[src/rtl/cpu_trace_monitor.sv]
// cpu_trace_monitor
// Captures every retired instruction (PC, instruction word, cycle stamp) in a
// circular buffer. Capture stops on a programmable PC match or when no
// instruction has retired for TIMEOUT cycles. Once stopped, the buffer is
// drained oldest-first over a valid/ready stream.
module cpu_trace_monitor #(
    parameter int PC_W    = 4,
    parameter int INSTR_W = 32,
    parameter int DEPTH   = 8,
    parameter int CYC_W   = 16,
    parameter int TIMEOUT = 64
) (
    input  logic                     clk,
    input  logic                     reset,          // asynchronous, active low
    input  logic                     clear,
    input  logic                     retire_valid,
    input  logic [PC_W-1:0]          retire_pc,
    input  logic [INSTR_W-1:0]       retire_instr,
    input  logic                     halt_en,
    input  logic [PC_W-1:0]          halt_pc,
    input  logic                     drain_start,
    output logic                     out_valid,
    input  logic                     out_ready,
    output logic [PC_W-1:0]          out_pc,
    output logic [INSTR_W-1:0]       out_instr,
    output logic [CYC_W-1:0]         out_cycle,
    output logic                     out_last,
    output logic [$clog2(DEPTH):0]   count,
    output logic                     halted,
    output logic                     timeout,
    output logic                     overflow,
    output logic                     done
);

    localparam int PTR_W = $clog2(DEPTH);
    localparam int CNT_W = PTR_W + 1;
    localparam int WD_W  = $clog2(TIMEOUT + 1);

    localparam logic [CNT_W-1:0] FULL_COUNT = CNT_W'(DEPTH);
    localparam logic [CNT_W-1:0] ONE_COUNT  = CNT_W'(1);
    localparam logic [WD_W-1:0]  WD_LAST    = WD_W'(TIMEOUT - 1);

    typedef enum logic [1:0] {
        ST_RUN    = 2'd0,
        ST_HALTED = 2'd1,
        ST_DRAIN  = 2'd2,
        ST_DONE   = 2'd3
    } state_t;

    // Trace storage (no reset: contents are only read after being written)
    logic [PC_W-1:0]    mem_pc    [DEPTH];
    logic [INSTR_W-1:0] mem_instr [DEPTH];
    logic [CYC_W-1:0]   mem_cycle [DEPTH];

    state_t             state_q,     state_d;
    logic [PTR_W-1:0]   wr_ptr_q,    wr_ptr_d;
    logic [PTR_W-1:0]   rd_ptr_q,    rd_ptr_d;
    logic [CNT_W-1:0]   count_q,     count_d;
    logic [CYC_W-1:0]   cyc_q,       cyc_d;
    logic [WD_W-1:0]    wdog_q,      wdog_d;
    logic               timeout_q,   timeout_d;
    logic               overflow_q,  overflow_d;
    logic               out_valid_q, out_valid_d;
    logic [PC_W-1:0]    out_pc_q,    out_pc_d;
    logic [INSTR_W-1:0] out_instr_q, out_instr_d;
    logic [CYC_W-1:0]   out_cycle_q, out_cycle_d;

    logic               mem_we;
    logic [PTR_W-1:0]   oldest_ptr;
    logic [PTR_W-1:0]   rd_addr;
    logic [PC_W-1:0]    rd_pc;
    logic [INSTR_W-1:0] rd_instr;
    logic [CYC_W-1:0]   rd_cycle;

    // With a full buffer the low count bits are zero, so oldest == wr_ptr.
    assign oldest_ptr = wr_ptr_q - count_q[PTR_W-1:0];
    // The first entry of a drain is fetched while still in HALTED.
    assign rd_addr    = (state_q == ST_HALTED) ? oldest_ptr : rd_ptr_q;
    assign rd_pc      = mem_pc[rd_addr];
    assign rd_instr   = mem_instr[rd_addr];
    assign rd_cycle   = mem_cycle[rd_addr];

    // Next-state, pointer, counter and output-register logic
    always_comb begin
        state_d     = state_q;
        wr_ptr_d    = wr_ptr_q;
        rd_ptr_d    = rd_ptr_q;
        count_d     = count_q;
        cyc_d       = cyc_q;
        wdog_d      = wdog_q;
        timeout_d   = timeout_q;
        overflow_d  = overflow_q;
        out_valid_d = out_valid_q;
        out_pc_d    = out_pc_q;
        out_instr_d = out_instr_q;
        out_cycle_d = out_cycle_q;
        mem_we      = 1'b0;

        if (clear) begin
            state_d     = ST_RUN;
            wr_ptr_d    = '0;
            rd_ptr_d    = '0;
            count_d     = '0;
            cyc_d       = '0;
            wdog_d      = '0;
            timeout_d   = 1'b0;
            overflow_d  = 1'b0;
            out_valid_d = 1'b0;
            out_pc_d    = '0;
            out_instr_d = '0;
            out_cycle_d = '0;
        end else begin
            // Free-running stamp that sticks at its maximum value
            if (cyc_q != {CYC_W{1'b1}}) begin
                cyc_d = cyc_q + 1'b1;
            end

            unique case (state_q)
                ST_RUN: begin
                    if (retire_valid) begin
                        mem_we   = 1'b1;
                        wr_ptr_d = wr_ptr_q + 1'b1;
                        wdog_d   = '0;
                        if (count_q == FULL_COUNT) begin
                            overflow_d = 1'b1;
                        end else begin
                            count_d = count_q + 1'b1;
                        end
                        if (halt_en && (retire_pc == halt_pc)) begin
                            state_d = ST_HALTED;
                        end
                    end else begin
                        wdog_d = wdog_q + 1'b1;
                        if (wdog_q == WD_LAST) begin
                            state_d   = ST_HALTED;
                            timeout_d = 1'b1;
                        end
                    end
                end

                ST_HALTED: begin
                    if (drain_start) begin
                        if (count_q == '0) begin
                            state_d = ST_DONE;
                        end else begin
                            state_d     = ST_DRAIN;
                            out_valid_d = 1'b1;
                            out_pc_d    = rd_pc;
                            out_instr_d = rd_instr;
                            out_cycle_d = rd_cycle;
                            rd_ptr_d    = oldest_ptr + 1'b1;
                        end
                    end
                end

                ST_DRAIN: begin
                    if (out_valid_q && out_ready) begin
                        count_d = count_q - 1'b1;
                        if (count_q == ONE_COUNT) begin
                            state_d     = ST_DONE;
                            out_valid_d = 1'b0;
                        end else begin
                            out_pc_d    = rd_pc;
                            out_instr_d = rd_instr;
                            out_cycle_d = rd_cycle;
                            rd_ptr_d    = rd_ptr_q + 1'b1;
                        end
                    end
                end

                ST_DONE: begin
                    // Left only through clear or reset
                end

                default: begin
                    state_d = ST_RUN;
                end
            endcase
        end
    end

    // Control and output registers with asynchronous active-low reset
    always_ff @(posedge clk or negedge reset) begin
        if (!reset) begin
            state_q     <= ST_RUN;
            wr_ptr_q    <= '0;
            rd_ptr_q    <= '0;
            count_q     <= '0;
            cyc_q       <= '0;
            wdog_q      <= '0;
            timeout_q   <= 1'b0;
            overflow_q  <= 1'b0;
            out_valid_q <= 1'b0;
            out_pc_q    <= '0;
            out_instr_q <= '0;
            out_cycle_q <= '0;
        end else begin
            state_q     <= state_d;
            wr_ptr_q    <= wr_ptr_d;
            rd_ptr_q    <= rd_ptr_d;
            count_q     <= count_d;
            cyc_q       <= cyc_d;
            wdog_q      <= wdog_d;
            timeout_q   <= timeout_d;
            overflow_q  <= overflow_d;
            out_valid_q <= out_valid_d;
            out_pc_q    <= out_pc_d;
            out_instr_q <= out_instr_d;
            out_cycle_q <= out_cycle_d;
        end
    end

    // Trace buffer write port
    always_ff @(posedge clk) begin
        if (mem_we) begin
            mem_pc[wr_ptr_q]    <= retire_pc;
            mem_instr[wr_ptr_q] <= retire_instr;
            mem_cycle[wr_ptr_q] <= cyc_q;
        end
    end

    assign out_valid = out_valid_q;
    assign out_pc    = out_pc_q;
    assign out_instr = out_instr_q;
    assign out_cycle = out_cycle_q;
    assign out_last  = (state_q == ST_DRAIN) && (count_q == ONE_COUNT);
    assign count     = count_q;
    assign halted    = (state_q != ST_RUN);
    assign timeout   = timeout_q;
    assign overflow  = overflow_q;
    assign done      = (state_q == ST_DONE);

endmodule

[config.mk]
export PLATFORM = sky130hd
export DESIGN_NAME = cpu_trace_monitor
export DESIGN_NICKNAME = d
export VERILOG_FILES = /design/src/rtl/cpu_trace_monitor.sv
export SDC_FILE = /design/constraint.sdc
export NUM_CORES = 1
export LEC_CHECK = 0
export BUFFER_PORTS_ARGS = -buffer_cell sky130_fd_sc_hd__clkbuf_2
export CORE_UTILIZATION = 26
export CTS_CLUSTER_SIZE = 24
export DETAILED_ROUTE_END_ITERATION = 12
export SYNTH_ARGS = -nofsm -noshare
export SYNTH_HDL_FRONTEND = slang
export SYNTH_SLANG_ARGS = --single-unit
export TNS_END_PERCENT = 50
[constraint.sdc]
create_clock -name clk -period 14.3 [get_ports clk]
set_input_delay 2.145 -clock clk [delete_from_list [all_inputs] [get_ports clk]]
set_output_delay 2.145 -clock clk [all_outputs]
set_load 0.02 [all_outputs]
==> results of run 1 <==
area by class of cell:
type,count,area (um^2)
repair buffers,123,668.1
well taps,969,1212
inverters,11,41.29
fillers,7214,51870
clock buffers,69,1394
flip-flops and latches,506,14740
multi-input cells,470,4780
clock inverters,25,232.7
flip-flops by register name, summed over array words and instances (netlist names):
register	flops
count	4
overflow	1
out_valid	1
mem_pc	32
cyc_q	16
out_pc	4
mem_instr	256
wr_ptr_q	3
out_instr	32
rd_ptr_q	3
state_q	2
timeout	1
mem_cycle	128
wdog_q	7
out_cycle	16
metrics by stage:
| stage | total power [mW] | setup WS [ns] |
|---|---|---|
| after floorplan | 2.597 | 7.617 |
| after global placement | 2.839 | 10.04 |
| after detailed placement | 2.855 | 9.962 |
| after CTS | 4.155 | 10.11 |
| after global routing | 4.284 | 10.02 |
| final | 4.082 | 10.13 |
Yosys cell counts (5+ instances only):
| master | number | area [um^2] |
|---|---|---|
| a21oi_1 | 12 | 60.06 |
| a22oi_1 | 12 | 90.09 |
| a22oi_2 | 41 | 513.0 |
| buf_1 | 5 | 18.77 |
| buf_2 | 16 | 80.08 |
| buf_6 | 7 | 78.83 |
| clkbuf_1 | 10 | 37.54 |
| dfrtp_1 | 90 | 2252 |
| edfxtp_1 | 416 | 12490 |
| ha_1 | 12 | 150.1 |
| inv_1 | 11 | 41.29 |
| mux2i_1 | 5 | 50.05 |
| mux4_2 | 104 | 2342 |
| nand2_1 | 125 | 469.2 |
| nand2b_1 | 7 | 43.79 |
| nand3_1 | 11 | 55.05 |
| nand4_1 | 6 | 37.54 |
| nor2_1 | 48 | 180.2 |
| nor3_1 | 8 | 40.04 |
| o21ai_0 | 14 | 70.07 |
| xnor2_1 | 10 | 87.58 |
| xor2_1 | 11 | 96.34 |
power breakdown:
group | internal [mW] | switching [mW]
Combinational | 0.486 | 0.597
Clock | 0.742 | 0.550
Sequential | 1.67 | 0.0396
critical path, stage by stage (launching register included):
cell	delay [ns]
dfrtp_1	0.41
inv_1	0.10
ha_1	0.50
and3_1	0.26
clkbuf_2	0.17
routing by layer:
layer  share of wire  up-vias  track usage
met5         0.00021        -            0
met2            0.50      213       0.1847
met1            0.43     5060       0.1450
met4           0.015        2      0.02408
li1                -     4347            -
met3           0.056       53      0.02351
cells by family after synthesis:
| group | after synthesis | share of synthesized area |
|---|---|---|
| AO/OA/AOI/OAI | 101 | 0.04701 |
| XOR/XNOR | 22 | 0.01049 |
| adder cells (fa/ha/maj) | 13 | 0.008593 |
| buffers and inverters | 57 | 0.01826 |
| flip-flops | 506 | 0.7446 |
| multiplexers | 112 | 0.1225 |
| AND/OR/NAND/NOR | 222 | 0.04853 |
final timing paths:
| kind | startpoint | end | slack (ns) | cells after the start |
|---|---|---|---|---|
| max in group asynchronous | reset | out_cycle[7]$_DFFE_PN0P_ | 11.48 | 2 |
| hold reg to reg | out_instr[10]$_DFFE_PN0P_ | out_instr[10]$_DFFE_PN0P_ | 0.46 | 2 |
| setup reg to reg | count[0]$_DFFE_PN0P_ | out_cycle[0]$_DFFE_PN0P_ | 10.59 | 8 |
| hold / removal | out_instr[10]$_DFFE_PN0P_ | out_instr[10]$_DFFE_PN0P_ | 0.46 | 2 |
| min in group asynchronous | reset | out_instr[31]$_DFFE_PN0P_ | 1.59 | 1 |
| setup / recovery | state_q[0]$_DFFE_PN0P_ | out_last | 10.13 | 4 |
==> impl_metrics.tcl, run 1 <==
set metrics [dict create \
    via_per_inst 4.452 \
    utilization 0.3078 \
    status "completed" \
    fin_setup_tns_ns 0 \
    fp.coreArea_um2 74950 \
    start_util 0.2642 \
    synth.net_count 1093 \
    slew_headroom 0.3045 \
    finalCritPeriodShare 0.2916 \
    crit_path_start_kind "flop" \
    vdd_drop_max_mv 0.1717 \
    syn_to_final_growth_pct 16.52 \
    arrival_ns 2.02 \
    synth_area_um2 19800 \
    skew_ns 0.02575 \
    synth-seq-area-share 0.7446 \
    antenna_found_initial 1 \
    cp_max_fo 14 \
    cts-htree-levels 2 \
    grt_pass1_wl_um 64310 \
    required_ns 12.15 \
    drtIter0Drc 679 \
    path_clk_slew_ns 0.06 \
    grt_pass1_vias 10250 \
    synth_edf_count 416 \
    rsz0062_at_grt "no" \
    layout-drive-gt1-share 0.2998 \
    track_usage 0.1098 \
    routed_wl_um 41890 \
    async_flop_share 0.1779 \
    cts_num_sinks 506 \
    powerDensity_nw_per_um2 176.9 \
    hp-class "reg -> reg" \
    worst_hold_slack_ns 0.4631 \
    worst_pin_slew_ns 1.043 \
    antenna_left 0 \
    finalSetupViolations 0 \
    grt_max_degree 105 \
    maxCapViolations 0 \
    post_cts_resized 0 \
    syn_inst 1033 \
    cts_buffers 50 \
    synth_warnings 0 \
    via_count 9675 \
    ys.flop_type "edfxtp_1" \
    synth_area_per_cell_um2 19.17 \
    cts-root-buf "clkbuf_16" \
    first_pass_iters 7 \
    die_h_um 278.0 \
    routabilityCongestion 0.6774 \
    gr-total-overflow 0 \
    instances_no_fill 2173 \
    nNetsFinal 1222 \
    synth_cell_types 56 \
    clk_latency_ns 0.58 \
    final_cell_mix "edfxtp_1 (416), nand2_1 (125), clkbuf_2 (107)" \
    crit_path_end_kind "output pin" \
    die-area_um2 77270 \
    cts_buffer_depth 3 \
    dpl_cell_area_um2 21450 \
    layout_commonest_cell "edfxtp_1" \
    row_count 100 \
    drv_slew 0 \
    wl_per_cell_um 19.28 \
    ios 109 \
    p_leak_nw 7.912 \
    critical_path_class "reg -> out" \
    finalWorstPathRequiredPeriod_ns 4.169 \
    diodes 0 \
    ys_ff_latch 506 \
    final_hold_viol_count 0 \
    post-cts-setup-buffer-count 0 \
    port_buffers 108 \
    cts_tree "yes" \
    drc 0 \
    dp.cells 2079 \
    die_x_um 278.0 \
    stdcell_area_um2 23070 \
    cts_hold_buffers 0 \
    hpwl_um 23340 \
    max_freq_ghz 0.2398 \
]
Note: power is estimated with default switching activity, not from simulation.
==> inputs of run 2 (changes only) <==
==> constraint.sdc (replaced) <==
create_clock -name clk -period 3.5 [get_ports clk]
set_input_delay 0.525 -clock clk [delete_from_list [all_inputs] [get_ports clk]]
set_output_delay 0.525 -clock clk [all_outputs]
set_load 0.02 [all_outputs]
==> impl_metrics.tcl, run 2 (synthesis results as in run 1) <==
set metrics [dict create \
    cts-root-buf "clkbuf_16" \
    crit_path_end_kind "flop" \
    path_clk_slew_ns 0.06 \
    finalWorstPathRequiredPeriod_ns 2.826 \
    max_freq_ghz 0.3539 \
    drtIter0Drc 522 \
    cts_hold_buffers 0 \
    fp.coreArea_um2 74950 \
    via_per_inst 4.564 \
    largest_reg_flops 256 \
    layout_commonest_cell "edfxtp_1" \
    critical_path_class "reg -> reg" \
    met3_usage 0.02602 \
    clk_latency_ns 0.63 \
    layout-drive-gt1-share 0.3233 \
    die-area_um2 77270 \
    start_util 0.2642 \
    finalSetupViolations 0 \
    rsz0062_at_grt "no" \
    via_count 10030 \
    ios 109 \
    wl_per_cell_um 20.48 \
    post_cts_resized 0 \
    cts_buffers 56 \
    antenna_found_initial 0 \
    routed_wl_um 44980 \
    worst_hold_slack_ns 0.03605 \
    routabilityCongestion 0.7286 \
    gr-total-overflow 0 \
    grt_busiest_layer "met2" \
    syn_to_final_growth_pct 20.19 \
    worst_pin_slew_ns 0.8974 \
    post-cts-setup-buffer-count 0 \
    use_met2 0.1941 \
    vdd_drop_max_mv 0.3746 \
    grt_max_degree 75 \
    crit_path_start_kind "flop" \
    port_buffers 108 \
    slew_headroom 0.4017 \
    skew_ns 0.04557 \
    cts-htree-levels 2 \
    row_count 100 \
    nFillCells 7155 \
    nNetsFinal 1240 \
    status "completed" \
    powerDensity_nw_per_um2 752.5 \
    cts_buffer_depth 3 \
    largest-register "mem_instr" \
    maxCapViolations 0 \
    cts_tree "yes" \
    drc 0 \
    p_total_mw 17.91 \
    met1_usage 0.1535 \
    reg_top3 "mem_instr (256), mem_cycle (128)" \
    stdcell_area_um2 23800 \
    die_x_um 278.0 \
    final_cell_mix "edfxtp_1 (416), nand2_1 (125), clkbuf_2 (107)" \
    dpl_cell_area_um2 21800 \
    r2r_slack_ns 0.67 \
    first_pass_iters 5 \
    p_leak_nw 8.210 \
    diodes 0 \
    final_hold_viol_count 0 \
    drv_slew 0 \
    utilization 0.3176 \
    hp-class "in -> async" \
    required_ns 4.05 \
    grt_pass1_vias 10740 \
    antenna_left 0 \
    track_usage 0.1172 \
    grt_pass1_wl_um 67900 \
    hpwl_um 23950 \
    arrival_ns 3.38 \
    cp_max_fo 18 \
    cts_num_sinks 506 \
    finalCritPeriodShare 0.8073 \
    die_h_um 278.0 \
]
==> run 2: cell count changes in the layout (fill, tap and decap cells not counted), sizes merged <==
cell	delta
clkbuf	+1
clkinv	+1
bufinv	+5
clkinvlp	+3
inv	+2
buf	+12
==> run 2: per-stage QoR <==
step / std cells / setup WS (ns) / TNS [ns]
3_3_place_gp: 2091 / 0.7440 / 0
5_1_grt: 2197 / 0.5264 / 0
4_1_cts: 2197 / 0.6896 / 0
3_5_place_dp: 2091 / 0.6817 / 0
6_report: 2197 / 0.6743 / 0
2_1_floorplan: 1033 / -0.4123 / -149.93
==> run 2: cell type report <==
class | count | area, um^2 | area share
Inverter | 11 | 41.29 | 0.001735
Clock buffer | 70 | 1544 | 0.06487
Sequential cell | 506 | 14740 | 0.6195
Multi-Input combinational cell | 470 | 4792 | 0.2013
Timing Repair Buffer | 135 | 1008 | 0.04237
Clock inverter | 36 | 457.9 | 0.01924
Tap cell | 969 | 1212 | 0.05094
==> run 2: metal layers <==
metal / vias to the layer above / part of all wire / routed length [um]
met2: 245 / 0.49 / 22160
li1: 4397 / - / -
met4: 0 / 0.018 / 819
met5: - / 0 / 0
met3: 59 / 0.056 / 2498
met1: 5326 / 0.43 / 19510
==> run 2: power breakdown <==
group / total (mW) / leakage [nW] / switching [mW] / internal (mW)
Sequential: 7.00 / 5.01 / 0.181 / 6.81
Clock: 6.23 / 0.971 / 2.47 / 3.75
Combinational: 4.69 / 2.23 / 2.51 / 2.18
Total: 17.9 / 8.21 / 5.17 / 12.7
==> run 2: worst max-delay path: stages, from the launching register on <==
cell	delay, ns
dfrtp_1	0.51
ha_1	0.21
inv_1	0.05
fa_1	0.36
xor3_1	0.43
a21oi_2	0.26
nor3b_4	0.32
buf_4	0.39
a22oi_1	0.15
nand2_1	0.10
==> run 2: path summary, 6_finish.rpt <==
check,cells after the start,endpoint,from
worst max-delay path,9,out_cycle[9]$_DFFE_PN0P_,count[0]$_DFFE_PN0P_
worst max register to register,9,out_cycle[9]$_DFFE_PN0P_,count[0]$_DFFE_PN0P_
min in group clk,1,mem_instr[6][23]$_DFFE_PP_,retire_instr[23]
worst min register to register,2,out_instr[13]$_DFFE_PN0P_,out_instr[13]$_DFFE_PN0P_
max in group asynchronous,2,overflow$_DFFE_PN0P_,reset
worst min-delay path,1,out_instr[9]$_DFFE_PN0P_,reset
